--- src/rtl/bus_ctrl_pkg.sv ---
// Shared definitions for the round-robin bus controller: control word
// field positions, FSM state encoding and a width helper.
package bus_ctrl_pkg;

    localparam int CTRL_WAIT      = 0;
    localparam int CTRL_WE        = 1;
    localparam int CTRL_BURST_LSB = 2;
    localparam int CTRL_BURST_W   = 3;

    typedef enum logic [2:0] {
        ST_IDLE,
        ST_ACK,
        ST_ADDR,
        ST_ACK_SLAVE,
        ST_DATA,
        ST_FINISH
    } state_t;

    // Bits needed to index n items, never less than 1
    function automatic int clog2(input int n);
        int r;
        r = 0;
        while ((1 << r) < n) r++;
        return (r < 1) ? 1 : r;
    endfunction

endpackage

--- src/rtl/rr_arbiter.sv ---
// Round-robin picker: grants the first requester strictly after the pointer.
module rr_arbiter
    import bus_ctrl_pkg::*;
#(
    parameter int N  = 8,
    parameter int IW = clog2(N)
) (
    input  logic          clk,
    input  logic          reset,
    input  logic [N-1:0]  i_req,
    input  logic          i_upd_en,
    input  logic [IW-1:0] i_upd_idx,
    output logic [N-1:0]  o_grant,
    output logic [IW-1:0] o_grant_idx,
    output logic          o_any
);

    logic [IW-1:0] r_ptr;
    int            w_cand;
    logic [IW-1:0] w_idx;

    // Pointer only moves when the controller retires a transfer
    always_ff @(posedge clk) begin
        if (reset)         r_ptr <= IW'(N - 1);
        else if (i_upd_en) r_ptr <= i_upd_idx;
    end

    // Search pointer+1 .. pointer+N with wrap, keep the first hit
    always_comb begin
        o_grant     = '0;
        o_grant_idx = '0;
        o_any       = 1'b0;
        w_cand      = 0;
        w_idx       = '0;
        for (int k = 1; k <= N; k++) begin
            w_cand = int'(r_ptr) + k;
            if (w_cand >= N) w_cand = w_cand - N;
            w_idx = IW'(w_cand);
            if (!o_any && i_req[w_idx]) begin
                o_any          = 1'b1;
                o_grant_idx    = w_idx;
                o_grant[w_idx] = 1'b1;
            end
        end
    end

endmodule

--- src/rtl/rr_bus_controller.sv ---
// Shared-bus controller: round-robin master grant, address-decoded slave
// select, counted bursts with a wait-state watchdog and error pulse.
module rr_bus_controller
    import bus_ctrl_pkg::*;
#(
    parameter int NUM_DEVICES = 8,
    parameter int BUS_WIDTH   = 32,
    parameter int CTRL_WIDTH  = 8,
    parameter int SEL_BITS    = 4,
    parameter int TIMEOUT     = 255
) (
    input  logic                              clk,
    input  logic                              reset,
    input  logic [NUM_DEVICES-1:0]            req,
    output logic [NUM_DEVICES-1:0]            ack,
    input  logic [NUM_DEVICES*CTRL_WIDTH-1:0] ctrl_in,
    output logic [CTRL_WIDTH-1:0]             ctrl_out,
    input  logic [NUM_DEVICES*BUS_WIDTH-1:0]  bus_in,
    output logic [BUS_WIDTH-1:0]              bus_out,
    output logic [clog2(NUM_DEVICES)-1:0]     grant_id,
    output logic                              busy,
    output logic                              err
);

    localparam int IW = clog2(NUM_DEVICES);
    localparam int WW = clog2(TIMEOUT + 1);
    localparam logic [BUS_WIDTH-1:0] PA_MASK = {BUS_WIDTH{1'b1}} >> SEL_BITS;

    state_t                  r_state, w_next;
    logic [IW-1:0]           r_master_idx, r_slave_idx;
    logic [NUM_DEVICES-1:0]  r_master_oh;
    logic                    r_we, r_err;
    logic [2:0]              r_burst, r_beat_cnt;
    logic [WW-1:0]           r_wait_cnt;
    logic [BUS_WIDTH-1:0]    r_paddr;

    logic [NUM_DEVICES-1:0][BUS_WIDTH-1:0]  w_bus;
    logic [NUM_DEVICES-1:0][CTRL_WIDTH-1:0] w_ctrl;
    logic [BUS_WIDTH-1:0]    w_mbus, w_sbus, w_src_bus, w_paddr;
    logic [CTRL_WIDTH-1:0]   w_mctrl, w_sctrl, w_src_ctrl;
    logic [SEL_BITS-1:0]     w_addr_sel;
    logic                    w_bad_sel, w_beat, w_last, w_timeout, w_early;
    logic [NUM_DEVICES-1:0]  w_arb_oh;
    logic [IW-1:0]           w_arb_idx;
    logic                    w_arb_any;

    rr_arbiter #(.N(NUM_DEVICES), .IW(IW)) u_arb (
        .clk         (clk),
        .reset       (reset),
        .i_req       (req),
        .i_upd_en    (r_state == ST_FINISH),
        .i_upd_idx   (r_master_idx),
        .o_grant     (w_arb_oh),
        .o_grant_idx (w_arb_idx),
        .o_any       (w_arb_any)
    );

    assign w_bus      = bus_in;
    assign w_ctrl     = ctrl_in;
    assign w_mbus     = w_bus[r_master_idx];
    assign w_mctrl    = w_ctrl[r_master_idx];
    assign w_sbus     = w_bus[r_slave_idx];
    assign w_sctrl    = w_ctrl[r_slave_idx];
    assign w_src_bus  = r_we ? w_mbus  : w_sbus;
    assign w_src_ctrl = r_we ? w_mctrl : w_sctrl;

    assign w_addr_sel = w_mbus[BUS_WIDTH-1 -: SEL_BITS];
    assign w_paddr    = w_mbus & PA_MASK;
    assign w_bad_sel  = (int'(w_addr_sel) >= NUM_DEVICES) ||
                        (int'(w_addr_sel) == int'(r_master_idx));

    // Beat on WAIT=0; a final beat can never coincide with a timeout
    assign w_beat    = ~w_src_ctrl[CTRL_WAIT];
    assign w_last    = w_beat && (r_beat_cnt == r_burst);
    assign w_timeout = !w_beat && (r_wait_cnt == WW'(TIMEOUT - 1));
    assign w_early   = !req[r_master_idx];

    assign grant_id = r_master_idx;
    assign busy     = (r_state != ST_IDLE);
    assign err      = r_err;

    // State, latched transfer attributes and counters
    always_ff @(posedge clk) begin
        if (reset) begin
            r_state      <= ST_IDLE;
            r_master_idx <= '0;
            r_master_oh  <= '0;
            r_slave_idx  <= '0;
            r_we         <= 1'b0;
            r_burst      <= '0;
            r_beat_cnt   <= '0;
            r_wait_cnt   <= '0;
            r_paddr      <= '0;
            r_err        <= 1'b0;
        end else begin
            r_state <= w_next;
            r_err   <= 1'b0;
            case (r_state)
                ST_IDLE: if (w_arb_any) begin
                    r_master_idx <= w_arb_idx;
                    r_master_oh  <= w_arb_oh;
                end
                ST_ACK: begin
                    r_we    <= w_mctrl[CTRL_WE];
                    r_burst <= w_mctrl[CTRL_BURST_LSB +: CTRL_BURST_W];
                end
                ST_ADDR: begin
                    r_paddr     <= w_paddr;
                    r_slave_idx <= IW'(w_addr_sel);
                    if (w_bad_sel) r_err <= 1'b1;
                end
                ST_DATA: begin
                    if (w_beat) begin
                        r_wait_cnt <= '0;
                        if (!w_last) r_beat_cnt <= r_beat_cnt + 3'd1;
                    end else begin
                        r_wait_cnt <= r_wait_cnt + WW'(1);
                        if (w_timeout) r_err <= 1'b1;
                    end
                end
                ST_FINISH: begin
                    r_beat_cnt <= '0;
                    r_wait_cnt <= '0;
                end
                default: ;
            endcase
        end
    end

    // Next state and Moore-decoded grant/select with bus/control muxes
    always_comb begin
        w_next   = r_state;
        ack      = '0;
        ctrl_out = '0;
        bus_out  = '0;
        case (r_state)
            ST_IDLE: if (w_arb_any) w_next = ST_ACK;
            ST_ACK: begin
                ack      = r_master_oh;
                ctrl_out = w_mctrl;
                bus_out  = w_mbus;
                w_next   = ST_ADDR;
            end
            ST_ADDR: begin
                ack      = r_master_oh;
                ctrl_out = w_mctrl;
                bus_out  = w_paddr;
                w_next   = w_bad_sel ? ST_FINISH : ST_ACK_SLAVE;
            end
            ST_ACK_SLAVE: begin
                ack      = NUM_DEVICES'(1) << r_slave_idx;
                ctrl_out = CTRL_WIDTH'({r_burst, r_we, 1'b1});
                bus_out  = r_paddr;
                w_next   = ST_DATA;
            end
            ST_DATA: begin
                ack      = NUM_DEVICES'(1) << r_slave_idx;
                ctrl_out = w_src_ctrl;
                bus_out  = w_src_bus;
                if (w_last || w_early || w_timeout) w_next = ST_FINISH;
            end
            ST_FINISH: w_next = ST_IDLE;
            default:   w_next = ST_IDLE;
        endcase
    end

endmodule
--- config.mk ---
export PLATFORM = sky130hd
export DESIGN_NAME = rr_bus_controller
export DESIGN_NICKNAME = d
export VERILOG_FILES = /design/src/rtl/bus_ctrl_pkg.sv /design/src/rtl/rr_arbiter.sv /design/src/rtl/rr_bus_controller.sv
export SDC_FILE = /design/constraint.sdc
export NUM_CORES = 1
export LEC_CHECK = 0
export CORE_AREA = 5 5 158 160
export CTS_CLUSTER_SIZE = 10
export DETAILED_ROUTE_END_ITERATION = 12
export DIE_AREA = 0 0 163 165
export PLACE_DENSITY = 0.79
export SYNTH_ARGS = -nofsm -noshare
export SYNTH_HDL_FRONTEND = slang
export SYNTH_SLANG_ARGS = --single-unit
--- constraint.sdc ---
create_clock -name clk -period 3.05 [get_ports clk]
set_input_delay 0.4575 -clock clk [delete_from_list [all_inputs] [get_ports clk]]
set_output_delay 0.4575 -clock clk [all_outputs]
set_load 0.01 [all_outputs]
Word level (Yosys, flattened, before mapping)
Index checks and enable logic that the tools add are counted.
{"block": "totals", "regBits": 64, "inputBits": 330, "word_cells": 205, "output_inout_bits": 53}
{"block": "op_classes", "n_reduce_logical": 36, "n_bitwise": 8, "eq_ne": 12, "order_cmp": 27, "add_sub_neg": 18, "shift": 1, "mux": 92}
{"op": "32-bit binary-select mux with 3-bit select", "n": 2}
{"op": "32-bit case mux with 4 select lines", "n": 1}
{"op": "32-bit 2-to-1 mux", "n": 3}
{"op": "8-bit 2-to-1 mux", "n": 12}
{"op": "3-bit 2-to-1 mux", "n": 21}
{"op": "8-bit OR", "n": 7}
{"op": "8-bit binary-select mux with 3-bit select", "n": 2}
{"op": "3-bit by 4-bit < comparator with 1-bit output (second input constant)", "n": 10}
{"op": "4-bit greater-or-equal comparator (second input constant)", "n": 8}
{"op": "8-bit case mux with 2 select lines", "n": 2}
{"op": "1-bit 2-to-1 mux", "n": 28}
{"op": "1-bit binary-select mux with 3-bit select", "n": 9}
{"op": "1-bit demux with 3-bit select", "n": 8}
{"op": "3-bit by 1-bit greater-or-equal comparator with 1-bit output (second input constant)", "n": 8}
{"op": "8-bit case mux with 3 select lines", "n": 1}
{"op": "3-bit by 1-bit subtractor with 3-bit output (second input constant)", "n": 8}
{"op": "1-bit logical AND", "n": 17}
{"op": "3-bit by 3-bit adder with 4-bit output (second input constant)", "n": 4}
{"op": "3-bit case mux with 5 select lines", "n": 1}
{"op": "3-bit by 2-bit adder with 4-bit output (second input constant)", "n": 2}
{"op": "8-bit by 1-bit adder with 8-bit output (second input constant)", "n": 1}
{"op": "8-bit equality test (second input constant)", "n": 1}
{"op": "1-bit logical NOT", "n": 8}
{"op": "1-bit by 3-bit left shift with 8-bit output (first input constant)", "n": 1}
{"op": "other kinds (21)", "n": 29}

Depth between registers and ports, before layout
Gate-level depths: netlist of run 1.
{"block": "logic_depth", "word_depth": 29, "depth_mapped": 13}

By module
Synthesis of run 1 repeated with hierarchy kept, for this count alone.
{"block": "hier_totals", "cells_unflattened": 911, "hier_area_um2": 9415.3}
{"module": "rr_bus_controller", "n_inst": 1, "area_each_um2": 8091.5, "cells_each": 768}
{"module": "rr_arbiter", "n_inst": 1, "area_each_um2": 1323.8, "cells_each": 143}

Worst setup path after synthesis of run 1
No wires, ideal clock.
{"block": "synth_path", "path_type": "register to output", "startpoint": "reg r_master_idx[0], in the netlist grant_id[0]", "endpoint": "out bus_out[0]", "path_buffers": 4, "slack_ps": -16, "t_required_ps": 2592, "path_stages_with_launch": 8, "arrival_time_ps": 2608, "cell_sequence": "dfxtp_1 clkbuf_1 buf_2 buf_2 buf_2 mux4_2 mux2_2 a221o_1"}
{"block": "synth_between", "elab_chain_cells": 4}
{"item": "start, declared", "line_no": "rr_bus_controller.sv:30", "rtl": "logic [IW-1:0] r_master_idx, r_slave_idx;"}
{"item": "start signal, assigned", "line_no": "rr_bus_controller.sv:100", "rtl": "r_master_idx <= w_arb_idx;"}
{"item": "32-bit binary-select mux with 3-bit select *", "line_no": "rr_bus_controller.sv:60", "rtl": "assign w_mbus = w_bus[r_master_idx];"}
{"item": "32-bit 2-to-1 mux (implied by the code) *", "line_no": "rr_bus_controller.sv:60"}
{"item": "32-bit 2-to-1 mux", "line_no": "rr_bus_controller.sv:64", "rtl": "assign w_src_bus = r_we ? w_mbus : w_sbus;"}
{"item": "32-bit case mux with 4 select lines *", "line_no": "rr_bus_controller.sv:136", "rtl": "case (r_state)"}
{"item": "end, declared", "line_no": "rr_bus_controller.sv:19", "rtl": "output logic [BUS_WIDTH-1:0] bus_out,"}
Mark *: on every way between the ends. The rest lies on a longest branch, timed or not. The select of a mux whose other input is x is not followed.

Worst setup path in the final report of run 1
{"block": "layout_path", "startpoint": "reg r_master_idx[0], in the netlist grant_id[0]", "endpoint": "out bus_out[5]"}
Same word-level chain as after synthesis.

==> results of run 1 <==
[sequential cells by signal, indices dropped and copies added (netlist names)]
name,count
r_beat_cnt,3
r_slave_idx,3
r_master_oh,8
err,1
r_we,1
r_wait_cnt,8
r_state,3
grant_id,3
r_burst,3
r_paddr,28
u_arb.r_ptr,3
[cell usage in the layout (no fill, tap or decap), types with 45 or more instances in the layout]
cell                              count
sky130_fd_sc_hd__mux4_2             169
sky130_fd_sc_hd__mux2_2              46
sky130_fd_sc_hd__nand2_1             62
sky130_fd_sc_hd__buf_4               75
sky130_fd_sc_hd__dfxtp_1             56
sky130_fd_sc_hd__mux2i_1             62
sky130_fd_sc_hd__clkdlybuf4s50_1    346
sky130_fd_sc_hd__o21ai_0             47
sky130_fd_sc_hd__a21oi_1             45
sky130_fd_sc_hd__nor2_1              62
[power groups by stage]
stage	clock network [mW]	registers, mW	logic, mW
CTS	1.12	1.00	3.35
global route	1.16	1.00	3.61
detailed placement	0	1.03	3.35
floorplan	0	0.952	1.96
global placement	0	1.02	3.31
finish	1.10	0.996	3.40
[per-layer routing]
layer | GRT usage | vias up | routed length, µm
met5 | 0 | - | 38
met4 | 0.1296 | 6 | 1743
met3 | 0.07038 | 115 | 3961
met2 | 0.4962 | 650 | 20400
met1 | 0.3405 | 5039 | 14660
li1 | - | 4484 | -
[final cells by class]
class                   instances  area share
diodes                          4   0.0006855
clock buffers                  14     0.01945
clock inverters                 2    0.002399
inverters                      23    0.006170
multi-input cells             718      0.5278
flip-flops and latches         64     0.08929
well taps                     319     0.02734
repair buffers                480      0.3269
[cells by family after synthesis]
logic type | count (synthesis) | share of synthesized area
AO/OA/AOI/OAI | 213 | 0.1564
buffers and inverters | 119 | 0.05153
adder cells (fa/ha/maj) | 10 | 0.01301
AND/OR/NAND/NOR | 205 | 0.1045
flip-flops | 64 | 0.1360
XOR/XNOR | 9 | 0.009960
multiplexers | 280 | 0.5286
[per-stage QoR]
| step | setup WS, ns | cell area (µm²) | util | TNS (ns) |
|---|---|---|---|---|
| after global routing | 0.007101 | 14600 | 0.6276 | 0 |
| after detailed placement | -0.1227 | 14070 | 0.6049 | -0.3097 |
| after floorplan | -0.01570 | 9422 | - | -0.2634 |
| final | 0.08024 | 14600 | 0.6277 | 0 |
| after CTS | -0.005139 | 14490 | 0.6227 | -0.005139 |
| after global placement | -0.1404 | 14070 | 0.6049 | -0.1846 |
[synth_stat cells (all sizes together) (7+ instances only)]
cell type,count,share of area
a211oi,12,0.0096
a21oi,46,0.024
a221o,32,0.034
a22oi,8,0.0064
and3,7,0.0046
buf,34,0.018
clkbuf,62,0.025
dfxtp,64,0.14
ha,9,0.012
inv,22,0.0088
mux2,47,0.057
mux2i,64,0.068
mux4,169,0.40
nand2,62,0.025
nand2b,8,0.0053
nand3,29,0.017
nor2,66,0.028
nor3,9,0.0053
o21ai,55,0.030
o221ai,8,0.0088
o22ai,21,0.014
[worst paths after layout]
path	cells past startpoint	endpoint	slack (ns)	from
worst max register to register	10	r_master_oh[0]$_SDFFE_PP0P_	0.25	u_arb.r_ptr[1]$_SDFFE_PP1N_
worst min-delay path	2	r_paddr[17]$_SDFFE_PP0P_	0.48	r_paddr[17]$_SDFFE_PP0P_
worst max-delay path	5	bus_out[5]	0.08	grant_id[0]$_SDFFE_PP0P_
worst min register to register	2	r_paddr[17]$_SDFFE_PP0P_	0.48	r_paddr[17]$_SDFFE_PP0P_
[worst reg2reg max path, cell delays in order, from the launching register on]
cell and delay, ns:
sky130_fd_sc_hd__dfxtp_1 0.33, sky130_fd_sc_hd__inv_1 0.10, sky130_fd_sc_hd__ha_2 0.47, sky130_fd_sc_hd__mux2i_1 0.32, sky130_fd_sc_hd__mux2i_1 0.17, sky130_fd_sc_hd__o221ai_2 0.29, sky130_fd_sc_hd__buf_4 0.24, sky130_fd_sc_hd__nand2b_1 0.16
sky130_fd_sc_hd__o221ai_1 0.30, sky130_fd_sc_hd__o211ai_1 0.17, sky130_fd_sc_hd__a21oi_1 0.16
[repair_timing]
item	in CTS	in global routing
gates cloned	2	0
hold endpoints to repair	0	0
pin swaps	1	0
setup endpoints to repair	37	15
setup buffers	6	10
gates resized for setup	42	16
==> results.ini, run 1 <==
[run_status]
run_status=completed

[route]
route.vias.total=10290
total_detailed_routing_wirelength_um=40800
post_drt_via_cell_ratio=6.339
drc=0
post_drt_wl_per_cell_um=25.12
drt_first_iter_violations=980
first_pass_iters=5
antenna_violating_nets_post_route=0

[global_route]
first_pass_grt_wire_length_um=59370
grt_overflow=0
grt_antenna_before_repair=7
grt_start_max_net_pins=50
grt.total_usage=0.2876
grt_pass1_vias=10600

[worst_setup_path]
critical_path.cell_chain=buf_12 -> mux4_2 -> mux2_2 -> a221o_1 -> clkdlybuf4s50_1
worst-path-max-fanout=13
worst_path_max_delay_cell=sky130_fd_sc_hd__mux4_2
arrival_ns=2.51
critical-path-max-stage-delay_ns=0.52
start_kind=flip-flop
setup.worst_path.end_class=primary output
cp_data_required_time_ns=2.59
critical_path.n_buffers_inverters=2
worst-setup-path-type=reg -> out
critical-path-top-delay-family=multiplexers

[final_layout]
multi_input_area_um2=7706
ff_latch_area_um2=1304
flow.area_growth_from_synthesis_pct=54.98
layoutNonFillerInstCount=1624
layout.nets=1635
nFillCells=1898
final_layout_size_suffix_gt1_frac=0.2806

[placed_design]
dp.cells=1586
port_buffers=382
hpwl_um=31560
placer_congestion=0.8947

[clock_tree]
ctsLongestPathBuffers=2
tritoncts=done
number_of_cts_inserted_buffers=9
ctsRootBufferMaster=sky130_fd_sc_hd__clkbuf_16
worst_skew_pair.late_latency_ns=0.33
clk_transition_reported_paths_ns=0.06
htreeDepth=3
postCtsHoldBufs=0
clock-sinks=64

[die]
core-area_um2=23260
die_w_um=163
die_outline_area_um2=26900
die_h_um=165
floorplan.io_pins=383
std_cell_rows=56
start_util=0.4050

[sta]
clock.fmax_mhz=336.7
max_slew_margin=0.3813
final.period_utilization=0.9737
timing.final.max_slew_violations=0
finalHoldWorstSlack_ns=0.4757
worst-slew-pin-transition_ns=0.9258
fin_crit_ns=2.970
number_of_hold_violations_in_the_final_report=0
finClkSkew_ns=0.003298
unrepaired_setup_endpoints_after_global_routing=no
final-setup-viol-count=0

[power_and_ir_drop]
p_total_mw=5.502
power.static_leakage_nw=5.054
power_density_nw_per_um2=376.8
power.switching_mw=1.989
share_clk_of_total_power=0.200
irDropWorstVdd_v=0.0002322
power_switching_share=0.3614
internal_power_mw=3.514
power_frac_comb=0.619
sequentialPowerShare=0.181

[run]
max_cap_violations=0

[synthesis]
synth-edff-count=0
mappedNetlistNets=1239
synth_async_reset_ratio=0
synth.lib_cells_used.distinct=63
ys_seq_area_frac=0.1360
postSynthCellCount=900
syn_area_per_cell_um2=10.47
synth-warning-count=0
netlist_area_um2=9422
ys_dominant_reg_cell=sky130_fd_sc_hd__dfxtp_1
ys_seq_elements=64

[hold_path]
worstHoldPathType=reg -> reg

(Power assumes the default switching activity.)
==> inputs of run 2 (changes only) <==
CAP_MARGIN = 40   (was default)
CORE_AREA = 2 2 155 157   (was 5 5 158 160)
DIE_AREA = 0 0 157 159   (was 0 0 163 165)
==> results.ini, run 2 (synthesis gave the netlist of run 1 again) <==
[power_and_ir_drop]
power.static_leakage_nw=5.087  ; +0.64%
power_density_nw_per_um2=370.1  ; -1.8%
p_total_mw=5.419  ; -1.5%
irDropWorstVdd_v=0.0002610  ; +12%

[placed_design]
placer_congestion=0.9283  ; +3.8%
hpwl_um=30610  ; -3.0%
port_buffers=382  ; unchanged
preCtsSetupSlack_ns=-0.2020  ; -0.07930 ns

[global_route]
first_pass_grt_wire_length_um=60130  ; +1.3%
grt_start_max_net_pins=50  ; unchanged
grt.met1_usage=0.3821  ; +0.04158
grt.total_usage=0.3143  ; +0.02668
grt_pass1_vias=10490  ; -1.1%
globalRouteMet3Util=0.05825  ; -0.01213
grt_antenna_before_repair=2  ; -5
top_usage_layer=met2
groute.layer.met2.usage=0.5343  ; +0.03806
grt_overflow=0  ; unchanged

[sta]
final_critical_path_setup_slack_ns=0.04742  ; -0.03282 ns
final.period_utilization=0.9845  ; +0.01076
worst-slew-pin-transition_ns=0.6277  ; -0.2982 ns
timing.final.max_slew_violations=0  ; unchanged
final-setup-viol-count=0  ; unchanged
finClkSkew_ns=0.006557  ; +0.003259 ns
unrepaired_setup_endpoints_after_global_routing=yes
max_slew_margin=0.5816  ; +0.2002
number_of_hold_violations_in_the_final_report=0  ; unchanged
fin_crit_ns=3.003  ; +0.03282 ns
clock.fmax_mhz=333.0  ; -1.1%

[final_layout]
final_core_utilization=0.6313  ; +0.003569
largest_register_ff_count=28  ; unchanged
layout.nets=1633  ; -0.12%
final_layout_size_suffix_gt1_frac=0.2766  ; -0.003974
flow.area_growth_from_synthesis_pct=55.39
layout.cells.most_common=sky130_fd_sc_hd__clkdlybuf4s50_1
layout_common_cells=343 x sky130_fd_sc_hd__clkdlybuf4s50_1, 169 x sky130_fd_sc_hd__mux4_2, 73 x sky130_fd_sc_hd__buf_4
nFillCells=1845  ; -2.8%
top_regs=r_paddr x28, r_master_oh x8, r_wait_cnt x8
register_with_the_highest_flop_count=r_paddr

[worst_setup_path]
setup.worst_path.end_class=primary output
worst-setup-path-type=reg -> out
start_kind=flip-flop
cp_data_required_time_ns=2.59  ; about the same
worst-path-max-fanout=8  ; -5
arrival_ns=2.55  ; +0.04 ns
r2r_setup_slack_ns=0.17  ; -0.08 ns

[clock_tree]
ctsLongestPathBuffers=2  ; unchanged
clock-sinks=64  ; unchanged
htreeDepth=3  ; unchanged
worst_skew_pair.late_latency_ns=0.34  ; about the same
clk_transition_reported_paths_ns=0.06  ; about the same
tritoncts=done
ctsRootBufferMaster=sky130_fd_sc_hd__clkbuf_16
postCtsHoldBufs=0  ; unchanged
number_of_cts_inserted_buffers=9  ; unchanged

[route]
first_pass_iters=5  ; unchanged
route.vias.total=10250  ; -0.44%
post_drt_via_cell_ratio=6.330  ; -0.13%
post_drt_wl_per_cell_um=25.02  ; -0.42%
total_detailed_routing_wirelength_um=40510  ; -0.73%
drt_first_iter_violations=851  ; -13%
antenna_violating_nets_post_route=0  ; unchanged
drc=0  ; unchanged

[run]
max_cap_violations=0  ; unchanged

[die]
start_util=0.4062  ; +0.001224
die_w_um=157  ; -3.7%
core-area_um2=23190  ; -0.30%
floorplan.io_pins=383  ; unchanged
die_outline_area_um2=24960  ; -7.2%
die_h_um=159  ; -3.6%
std_cell_rows=56  ; unchanged

[hold_path]
worstHoldPathType=reg -> reg

[run_status]
run_status=completed

## run 2: final cells by class
class | count | area [µm²] | area share
diodes | 2 | 5.005 | 0.0003419
clock buffers | 15 | 267.8 | 0.01829
inverters | 23 | 86.33 | 0.005897
multi-input cells | 717 | 7704 | 0.5262
flip-flops and latches | 64 | 1300 | 0.08880
well taps | 319 | 399.1 | 0.02726
repair buffers | 479 | 4878 | 0.3332
## run 2: metal layers
layer | vias to the layer above | wire (µm) | part of all wire
met5 | - | 0 | 0
met4 | 0 | 1877 | 0.046
met3 | 107 | 3532 | 0.087
met2 | 572 | 19840 | 0.49
met1 | 5089 | 15250 | 0.38
li1 | 4481 | - | -
## run 2: final timing paths
kind,end,from,depth (start not counted)
max,ctrl_out[5],grant_id[0]$_SDFFE_PP0P_,9
min,r_paddr[21]$_SDFFE_PP0P_,r_paddr[21]$_SDFFE_PP0P_,2
max reg2reg,r_master_oh[6]$_SDFFE_PP0P_,u_arb.r_ptr[1]$_SDFFE_PP1N_,10
min reg2reg,r_paddr[21]$_SDFFE_PP0P_,r_paddr[21]$_SDFFE_PP0P_,2
## run 2: per-stage QoR
stage               area, µm²  TNS [ns]  cells  hold slack (ns)
finish                  14640         0   1619           0.4761
global route            14640  -0.01453   1619           0.4980
CTS                     14510         0   1603           0.4772
detailed placement      14010   -0.2477   1576           0.4691
global placement        13970   -0.2385   1574           0.4614
floorplan                9422   -0.2634    900           0.4498
## run 2: critical path, stage by stage (launching register included)
cell	delay (ns)
sky130_fd_sc_hd__dfxtp_4	0.37
sky130_fd_sc_hd__buf_12	0.16
sky130_fd_sc_hd__buf_12	0.15
sky130_fd_sc_hd__mux4_2	0.55
sky130_fd_sc_hd__mux2_2	0.31
sky130_fd_sc_hd__nand2_1	0.07
sky130_fd_sc_hd__o21ai_0	0.08
sky130_fd_sc_hd__a21oi_1	0.15
sky130_fd_sc_hd__o21ai_0	0.10
sky130_fd_sc_hd__clkdlybuf4s15_1	0.26
## run 2: power by group
part | switching, mW | internal, mW
Sequential | 0.0949 | 0.904
Clock | 0.378 | 0.592
Combinational | 1.53 | 1.92
## run 2: what timing repair did
| item | CTS | global route |
|---|---|---|
| setup buffers | 7 | 14 |
| resized for setup | 45 | 15 |
| gates cloned | 5 | 0 |
| endpoints found under the setup margin | 38 | 31 |
==> inputs of run 3 (changes only) <==
CAP_MARGIN = default   (was 40)
CORE_AREA = 2 2 148 150   (was 2 2 155 157)
DIE_AREA = 0 0 150 152   (was 0 0 157 159)
PLACE_DENSITY = 0.82   (was 0.79)
clock period = 2.94 ns   (was 3.05 ns; I/O delays follow)
==> results.ini, run 3 (synthesis gave the netlist of run 1 again) <==
[sta]
number_of_hold_violations_in_the_final_report=0  ; unchanged
clock.fmax_mhz=338.8
max_slew_margin=0.2866  ; -0.2950
finClkSkew_ns=0.009211  ; +0.002654 ns
worst-slew-pin-transition_ns=1.069  ; +0.4413 ns
final.period_utilization=1.004
timing.final.max_slew_violations=0  ; unchanged
unrepaired_setup_endpoints_after_global_routing=yes
final_critical_path_setup_slack_ns=-0.01127  ; -0.05869 ns
fin_crit_ns=2.951
final-setup-viol-count=1  ; +1

[run_status]
violations=negative setup slack
run_status=finished, violations left

[global_route]
grt.total_usage=0.3441  ; +0.02977
globalRouteMet3Util=0.09039  ; +0.03214
groute.layer.met2.usage=0.5888  ; +0.05453
grt_pass1_vias=10780  ; +2.8%
grt_start_max_net_pins=50  ; unchanged
grt_antenna_before_repair=6  ; +4
grt_overflow=0  ; unchanged
first_pass_grt_wire_length_um=60430  ; +0.51%
top_usage_layer=met2
grt.met1_usage=0.3928  ; +0.01071

[worst_setup_path]
worst_path_max_delay_cell=sky130_fd_sc_hd__nor2_2
worst-path-max-fanout=16  ; +8
r2r_setup_slack_ns=0.14  ; -0.03 ns
worst_r2r_path_depth=9  ; -1
worst-path-stages=5  ; -4
crit_start=r_state[0]$_SDFFE_PP0P_
worst_setup_path_end=bus_out[10]
critical_path.n_buffers_inverters=3  ; unchanged
setup.worst_path.end_class=primary output
regToRegEndpoint=r_master_oh[7]$_SDFFE_PP0P_
worstReg2RegStart=u_arb.r_ptr[1]$_SDFFE_PP1N_
critical-path-top-delay-family=simple AND/OR/NAND/NOR gates
worst-setup-path-type=reg -> out
cp_data_required_time_ns=2.50  ; -0.09 ns
start_kind=flip-flop
critical_path.cell_chain=buf_6 -> clkinvlp_4 -> nor2_2 -> a221o_1 -> dlygate4sd2_1
arrival_ns=2.51  ; -0.04 ns
critical-path-max-stage-delay_ns=0.85  ; +0.30 ns

[placed_design]
port_buffers=382  ; unchanged
preCtsSetupSlack_ns=-0.1758  ; +0.02622 ns
dp.cells=1551  ; -1.6%
placer_congestion=0.9704  ; +4.5%
hpwl_um=31020  ; +1.3%

[die]
start_util=0.4413  ; +0.03504
core-area_um2=21350  ; -7.9%
die_h_um=152  ; -4.4%
die_outline_area_um2=22800  ; -8.7%
die_w_um=150  ; -4.5%
floorplan.io_pins=383  ; unchanged
std_cell_rows=54  ; -3.6%

[run]
max_cap_violations=0  ; unchanged

[final_layout]
final_core_utilization=0.7024  ; +0.07116
layoutNonFillerInstCount=1624  ; +0.31%
final_layout_size_suffix_gt1_frac=0.3187  ; +0.04208
largest_register_ff_count=28  ; unchanged
flow.area_growth_from_synthesis_pct=59.18
layout_common_cells=341 x sky130_fd_sc_hd__clkdlybuf4s50_1, 169 x sky130_fd_sc_hd__mux4_2, 103 x sky130_fd_sc_hd__buf_4
layout.cells.most_common=sky130_fd_sc_hd__clkdlybuf4s50_1
layout.nets=1674  ; +2.5%
register_with_the_highest_flop_count=r_paddr
top_regs=r_paddr x28, r_master_oh x8, r_wait_cnt x8

[route]
first_pass_iters=5  ; unchanged
drc=0  ; unchanged
total_detailed_routing_wirelength_um=41330  ; +2.0%
post_drt_wl_per_cell_um=25.45  ; +1.7%
antenna_violating_nets_post_route=0  ; unchanged
drt_first_iter_violations=814  ; -4.3%
post_drt_via_cell_ratio=6.534  ; +3.2%
route.vias.total=10610  ; +3.5%

[clock_tree]
number_of_cts_inserted_buffers=9  ; unchanged
clock-sinks=64  ; unchanged
ctsRootBufferMaster=sky130_fd_sc_hd__clkbuf_16
clk_transition_reported_paths_ns=0.06  ; about the same
htreeDepth=3  ; unchanged
ctsLongestPathBuffers=2  ; unchanged
tritoncts=done
worst_skew_pair.late_latency_ns=0.34  ; about the same
postCtsHoldBufs=0  ; unchanged

[power_and_ir_drop]
power_density_nw_per_um2=401.0  ; +8.3%
irDropWorstVdd_v=0.0002635  ; +0.98%
power.static_leakage_nw=5.273  ; +3.7%

[hold_path]
worstHoldPathType=reg -> reg

## run 3: how the worst min path moves through the flow
stage                                start                     endpoint  cells after the start
4_1_cts        r_master_oh[0]$_SDFFE_PP0P_  r_master_oh[0]$_SDFFE_PP0P_                      2
3_5_place_dp   r_master_oh[0]$_SDFFE_PP0P_  r_master_oh[0]$_SDFFE_PP0P_                      2
3_3_place_gp       r_paddr[6]$_SDFFE_PP0P_      r_paddr[6]$_SDFFE_PP0P_                      2
6_report       r_master_oh[0]$_SDFFE_PP0P_  r_master_oh[0]$_SDFFE_PP0P_                      2
2_1_floorplan  r_master_oh[0]$_SDFFE_PP0P_  r_master_oh[0]$_SDFFE_PP0P_                      2
5_1_grt        r_master_oh[0]$_SDFFE_PP0P_  r_master_oh[0]$_SDFFE_PP0P_                      2
## run 3: layout make-up
cell class              instances  area [µm²]
multi-input cells             718        7745
flip-flops and latches         64        1300
inverters                      23       90.09
fillers                      1567        6354
well taps                     280       350.3
clock inverters                 4       73.82
clock buffers                  12       257.7
repair buffers                519        5170
diodes                          4       10.01
## run 3: timing repair
item                                    4_1_cts  5_1_grt
pin swaps                                     1        0
gates resized for setup                      99       45
setup buffers                                18       30
endpoints found under the setup margin       40       37
cloned                                        3        2
## run 3: per-layer routing
metal / part of all wire / routed length, µm / vias to the layer above
met5: 0.00077 / 32 / -
met4: 0.054 / 2215 / 4
met3: 0.10 / 4147 / 148
met2: 0.50 / 20540 / 659
met1: 0.35 / 14400 / 5223
li1: - / - / 4578
## run 3: power by group
part | internal, mW | switching (mW)
combinational | 2.11 | 1.65
clock | 0.795 | 0.421
sequential | 0.938 | 0.0959
## run 3: worst register-to-register path, cell delays in order, from the launching register on
cell and delay, ns:
sky130_fd_sc_hd__dfxtp_1 0.32, sky130_fd_sc_hd__buf_4 0.26, sky130_fd_sc_hd__mux2_2 0.41, sky130_fd_sc_hd__mux4_2 0.58
sky130_fd_sc_hd__nor2_4 0.16, sky130_fd_sc_hd__nand3_4 0.11, sky130_fd_sc_hd__buf_4 0.20, sky130_fd_sc_hd__a211oi_1 0.41
sky130_fd_sc_hd__o32ai_1 0.15, sky130_fd_sc_hd__o21ai_1 0.14
## run 3: metrics by stage
stage	area (µm²)	hold slack (ns)	setup TNS (ns)	power [mW]
floorplan	9437	0.4498	0	3.026
global placement	14070	0.4602	-0.3111	4.501
detailed placement	14070	0.4683	-0.6863	4.576
CTS	14620	0.4754	-0.1808	5.834
global route	14990	0.4989	-0.09984	6.281
finish	15000	0.4765	-0.01127	6.013
==> patch 1 (config.mk and constraints of run 2) <==
Re-encode `state_t` (6 states) as one-hot, 6 bits wide.
--- a/src/rtl/bus_ctrl_pkg.sv
+++ b/src/rtl/bus_ctrl_pkg.sv
@@ -7,13 +7,13 @@
     localparam int CTRL_BURST_LSB = 2;
     localparam int CTRL_BURST_W   = 3;
 
-    typedef enum logic [2:0] {
-        ST_IDLE,
-        ST_ACK,
-        ST_ADDR,
-        ST_ACK_SLAVE,
-        ST_DATA,
-        ST_FINISH
+    typedef enum logic [5:0] {
+        ST_IDLE      = 6'b000001,
+        ST_ACK       = 6'b000010,
+        ST_ADDR      = 6'b000100,
+        ST_ACK_SLAVE = 6'b001000,
+        ST_DATA      = 6'b010000,
+        ST_FINISH    = 6'b100000
     } state_t;
 
     // Bits needed to index n items, never less than 1
Formal check against the unedited RTL: same outputs for any inputs over 4 cycles, from zero or initial values and one cycle with reset high; so few cycles prove little.
==> patch 1 against run 2 <==
- cell area rose by 0.32%
- largest power group unchanged
- synthesized area down 0.46%
- first-iteration DRC count down 1.6%
- total power fell by 20%
- largest cell class unchanged
- final cell count down 0.43%
- sequential cell count increased by 3
- routed wire length is 5.5% lower
- non-clock buffer count fell by 4
- setup slack improved by 28 ps
==> patch 1: results (changes against run 2) <==
* Number of antenna cells inserted at 1 (was 2)
* Crit path capture: ctrl_out[0] (was ctrl_out[5])
* Routed length on met1 at 14.3 mm (was 15.3 mm)
* Pin count of the biggest net entering global routing at 65 (was 50)
* Initial detailed-routing violation count at 837 (was 851)
* Critical Path Fanout Max at 6 (was 8)
* Global placement routability congestion at 0.939 (was 0.928)
* Crit path max-delay family: simple AND/OR/NAND/NOR gates (was multiplexers)
* Met1 track utilization from global routing at 36.7% (was 38.2%)
* Leading cell types by count after synthesis: 169 x mux4_2, 92 x mux2i_1, 88 x nor2_1 (was 169 x mux4_2, 64 x dfxtp_1, 64 x mux2i_1, 64 x nor2_1)
* Number of resized instances in the post-cts repair step at 52 (was 45)
* Arrival time reported for the critical path endpoint at 2520 ps (was 2550 ps)
* Fill cells at 1886 (was 1845)
* Largest voltage drop on the vdd net at 272 uV (was 261 uV)
* Outcome: finished clean (unchanged)
* Worst setup startpoint: r_state[4]$_SDFFE_PP0P_ (was grant_id[0]$_SDFFE_PP0P_)
* Total met2 wirelength after detailed routing at 20.1 mm (was 19.8 mm)
* Crit-path slowest cell: or4_4 (was mux4_2)
* Buffers inserted during post-CTS setup optimization at 9 (was 7)
* Worst hold endpoint: r_wait_cnt[6]$_SDFFE_PP0P_ (was r_paddr[21]$_SDFFE_PP0P_)
* Post-synthesis area per instance at 10.5 um2 (about the same)
* Count of multi-input combinational gates at 718 (was 717)
* Worst clock skew at 6.49 ps (was 6.56 ps)
* Met2 track demand over resource at 53.5% (was 53.4%)
* Number of buffers outside the clock class in the layout at 475 (was 479)
* Met3 track demand over resource at 5.93% (was 5.82%)
* Final standard cell area without fillers at 0.0147 mm2 (was 0.0146 mm2)
* Worst slew slack as a fraction of its limit at 55.6% (was 58.2%)
* Fraction of post-synthesis cell area in the top cell type by area at 40.6% (was 40.4%)
* Unique cell type count in the Yosys netlist at 69 (was 63)
* WL/cell at 23.7 um (was 25.0 um)
* First-pass GRT wire length at 58.3 mm (was 60.1 mm)
-- patch 1: cell count changes after synthesis, sizes merged, moves of 8 or more --
cell / run 2 / this run
mux2: 47 / 14
a221o: 32 / 0
mux2i: 64 / 94
a211oi: 12 / 36
nand2: 62 / 38
nor2: 66 / 90
clkbuf: 62 / 53
o31ai: 3 / 12
a22oi: 8 / 0
-- patch 1: kinds of logic after synthesis --
group / Yosys count / share of synthesized area (%)
AOI/OAI and AO/OA: 211 / 14.7
xor gates and xnor gates: 11 / 1.31
adders and majority gates: 9 / 1.20
buffers and inverters: 105 / 4.91
DFF: 67 / 14.3
muxes: 277 / 52.5
and+or+nand+nor: 210 / 11.1
-- patch 1: through the flow --
stage	setup slack (ps)	hold slack, ps	TNS [ps]
floorplan	14.8	436	0
global placement	-26.1	449	-26.1
detailed placement	-30.6	468	-30.6
CTS	17.4	478	0
global route	-0.0422	493	-0.0422
finish	75.1	476	0
-- patch 1: power breakdown --
part	switching (uW)	internal, uW
registers	63.3	915
clock network	405	731
logic	922	1310
==> patch 2 (settings of run 2) <==
Made on the original files. Set the parameter `TIMEOUT` to 510 (it was 255).
--- a/src/rtl/rr_bus_controller.sv
+++ b/src/rtl/rr_bus_controller.sv
@@ -7,7 +7,7 @@
     parameter int BUS_WIDTH   = 32,
     parameter int CTRL_WIDTH  = 8,
     parameter int SEL_BITS    = 4,
-    parameter int TIMEOUT     = 255
+    parameter int TIMEOUT     = 510
 ) (
     input  logic                              clk,
     input  logic                              reset,
Check against the original RTL: no difference found for any inputs over 4 cycles, from zero or initial values and one cycle with reset high; that may be too few to reach the edited logic, so the function may still have changed.
==> patch 2 against run 2 <==
- synthesized area is 1.7% higher
- critical path type unchanged
- die area stayed put
- final cell count is 2.5% higher
- hold slack better by 6.0 ps
- routed wire length is 3.5% higher
- cell area is 3.0% higher
- total power is 11% higher
- sequential cell count is 1 higher
- sequential share of layout area is 0.12 points lower
- setup slack better by 13 ps
- sequential power is 4% higher
- synthesized cell count is 1.3% higher
==> patch 2: results (changes against run 2) <==
* Multi-input gate area at 0.00791 mm2 (was 0.00770 mm2)
* Largest regs: r_paddr x28, r_wait_cnt x9, r_master_oh x8 (was r_paddr x28, r_master_oh x8, r_wait_cnt x8)
* Number of placed instances with taps included at 1617 (was 1576)
* Mux contribution to synthesized area at 53.1% (was 52.9%)
* Routed length on met1 at 15.2 mm (was 15.3 mm)
* Syn nets at 1251 (was 1239)
* Routed length on met3 at 3.85 mm (was 3.53 mm)
* Critical Path Fanout Max at 9 (was 8)
* Hold path start: r_paddr[23]$_SDFFE_PP0P_ (was r_paddr[21]$_SDFFE_PP0P_)
* Met2 track demand over resource at 55.8% (was 53.4%)
* Unique cell type count in the Yosys netlist at 68 (was 63)
* Fraction of layout instances using a drive strength above 1 at 30.0% (was 27.7%)
* Xor and xnor area share after synthesis at 0.914% (was 0.996%)
* WL/cell at 25.3 um (was 25.0 um)
* Initial detailed-routing violation count at 898 (was 851)
* Leading cell types by count after synthesis: 175 x mux4_2, 79 x nor2_1, 65 x a21oi_1, 65 x dfxtp_1 (was 169 x mux4_2, 64 x dfxtp_1, 64 x mux2i_1, 64 x nor2_1)
* Number of global-route vias before repair at 11089 (was 10489)
* Arithmetic-cell share of the synthesized area counting full adders, half adders and majority gates at 1.18% (was 1.30%)
* Met1 track utilization from global routing at 39.7% (was 38.2%)
* Clock-cell share at 2.12% (was 1.83%)
* Non-clock buffers, area share at 33.6% (was 33.3%)
* Compound-cell area share of the yosys netlist at 16.4% (was 15.6%)
* Leak pwr at 0.00529 uW (was 0.00509 uW)
* Inverters excl. clock at 14 (was 23)
* Count of multi-input combinational gates at 736 (was 717)
* First-pass iteration count of the detailed router at 7 (was 5)
* Number of nets in the layout at 1674 (was 1633)
* Vias per Instance at 6.39 (was 6.33)
* Met3 track demand over resource at 8.79% (was 5.82%)
* Pin count of the biggest net entering global routing at 41 (was 50)
* Cell area after placement at 0.0144 mm2 (was 0.0140 mm2)
* Outcome: finished clean (unchanged)
* GRT Resource Usage Total at 33.1% (was 31.4%)
* Worst clock skew at 10.4 ps (was 6.56 ps)
patch 2: changes by cell type in the layout (fill, tap and decap cells not counted), sizes merged, moves of 6 or more:
cell,delta
a21oi,+19
buf,+30
dlygate4sd2,-6
inv,-8
mux4,+6
nand2b,+7
nand3,-20
nor2,+14
o21ai,-10
o221ai,-8
patch 2: stage by stage:
step                      hold slack [ps]  util [%]  TNS, ps
final                                 482      65.0        0
after global routing                  497      65.0    -6.21
after CTS                             478      64.3    -43.5
after detailed placement              470      62.2     -175
after global placement                460      62.2   -0.270
after floorplan                       451         -    -74.7
patch 2: worst reg2reg max path, delay by kind of cell, from the launching register on:
kind,cells,cell delay (ps)
adder cells (fa/ha/maj),1,400
flip-flops,1,350
buffers and inverters,2,280
AO/OA/AOI/OAI,5,1040
AND/OR/NAND/NOR,2,720
patch 2: power breakdown:
group / switching, uW / internal, uW / leakage, uW
combinational: 1670 / 2160 / 0.00461
sequential: 121 / 923 / 0.000531
clock: 436 / 688 / 0.000147
total: 2230 / 3770 / 0.00529
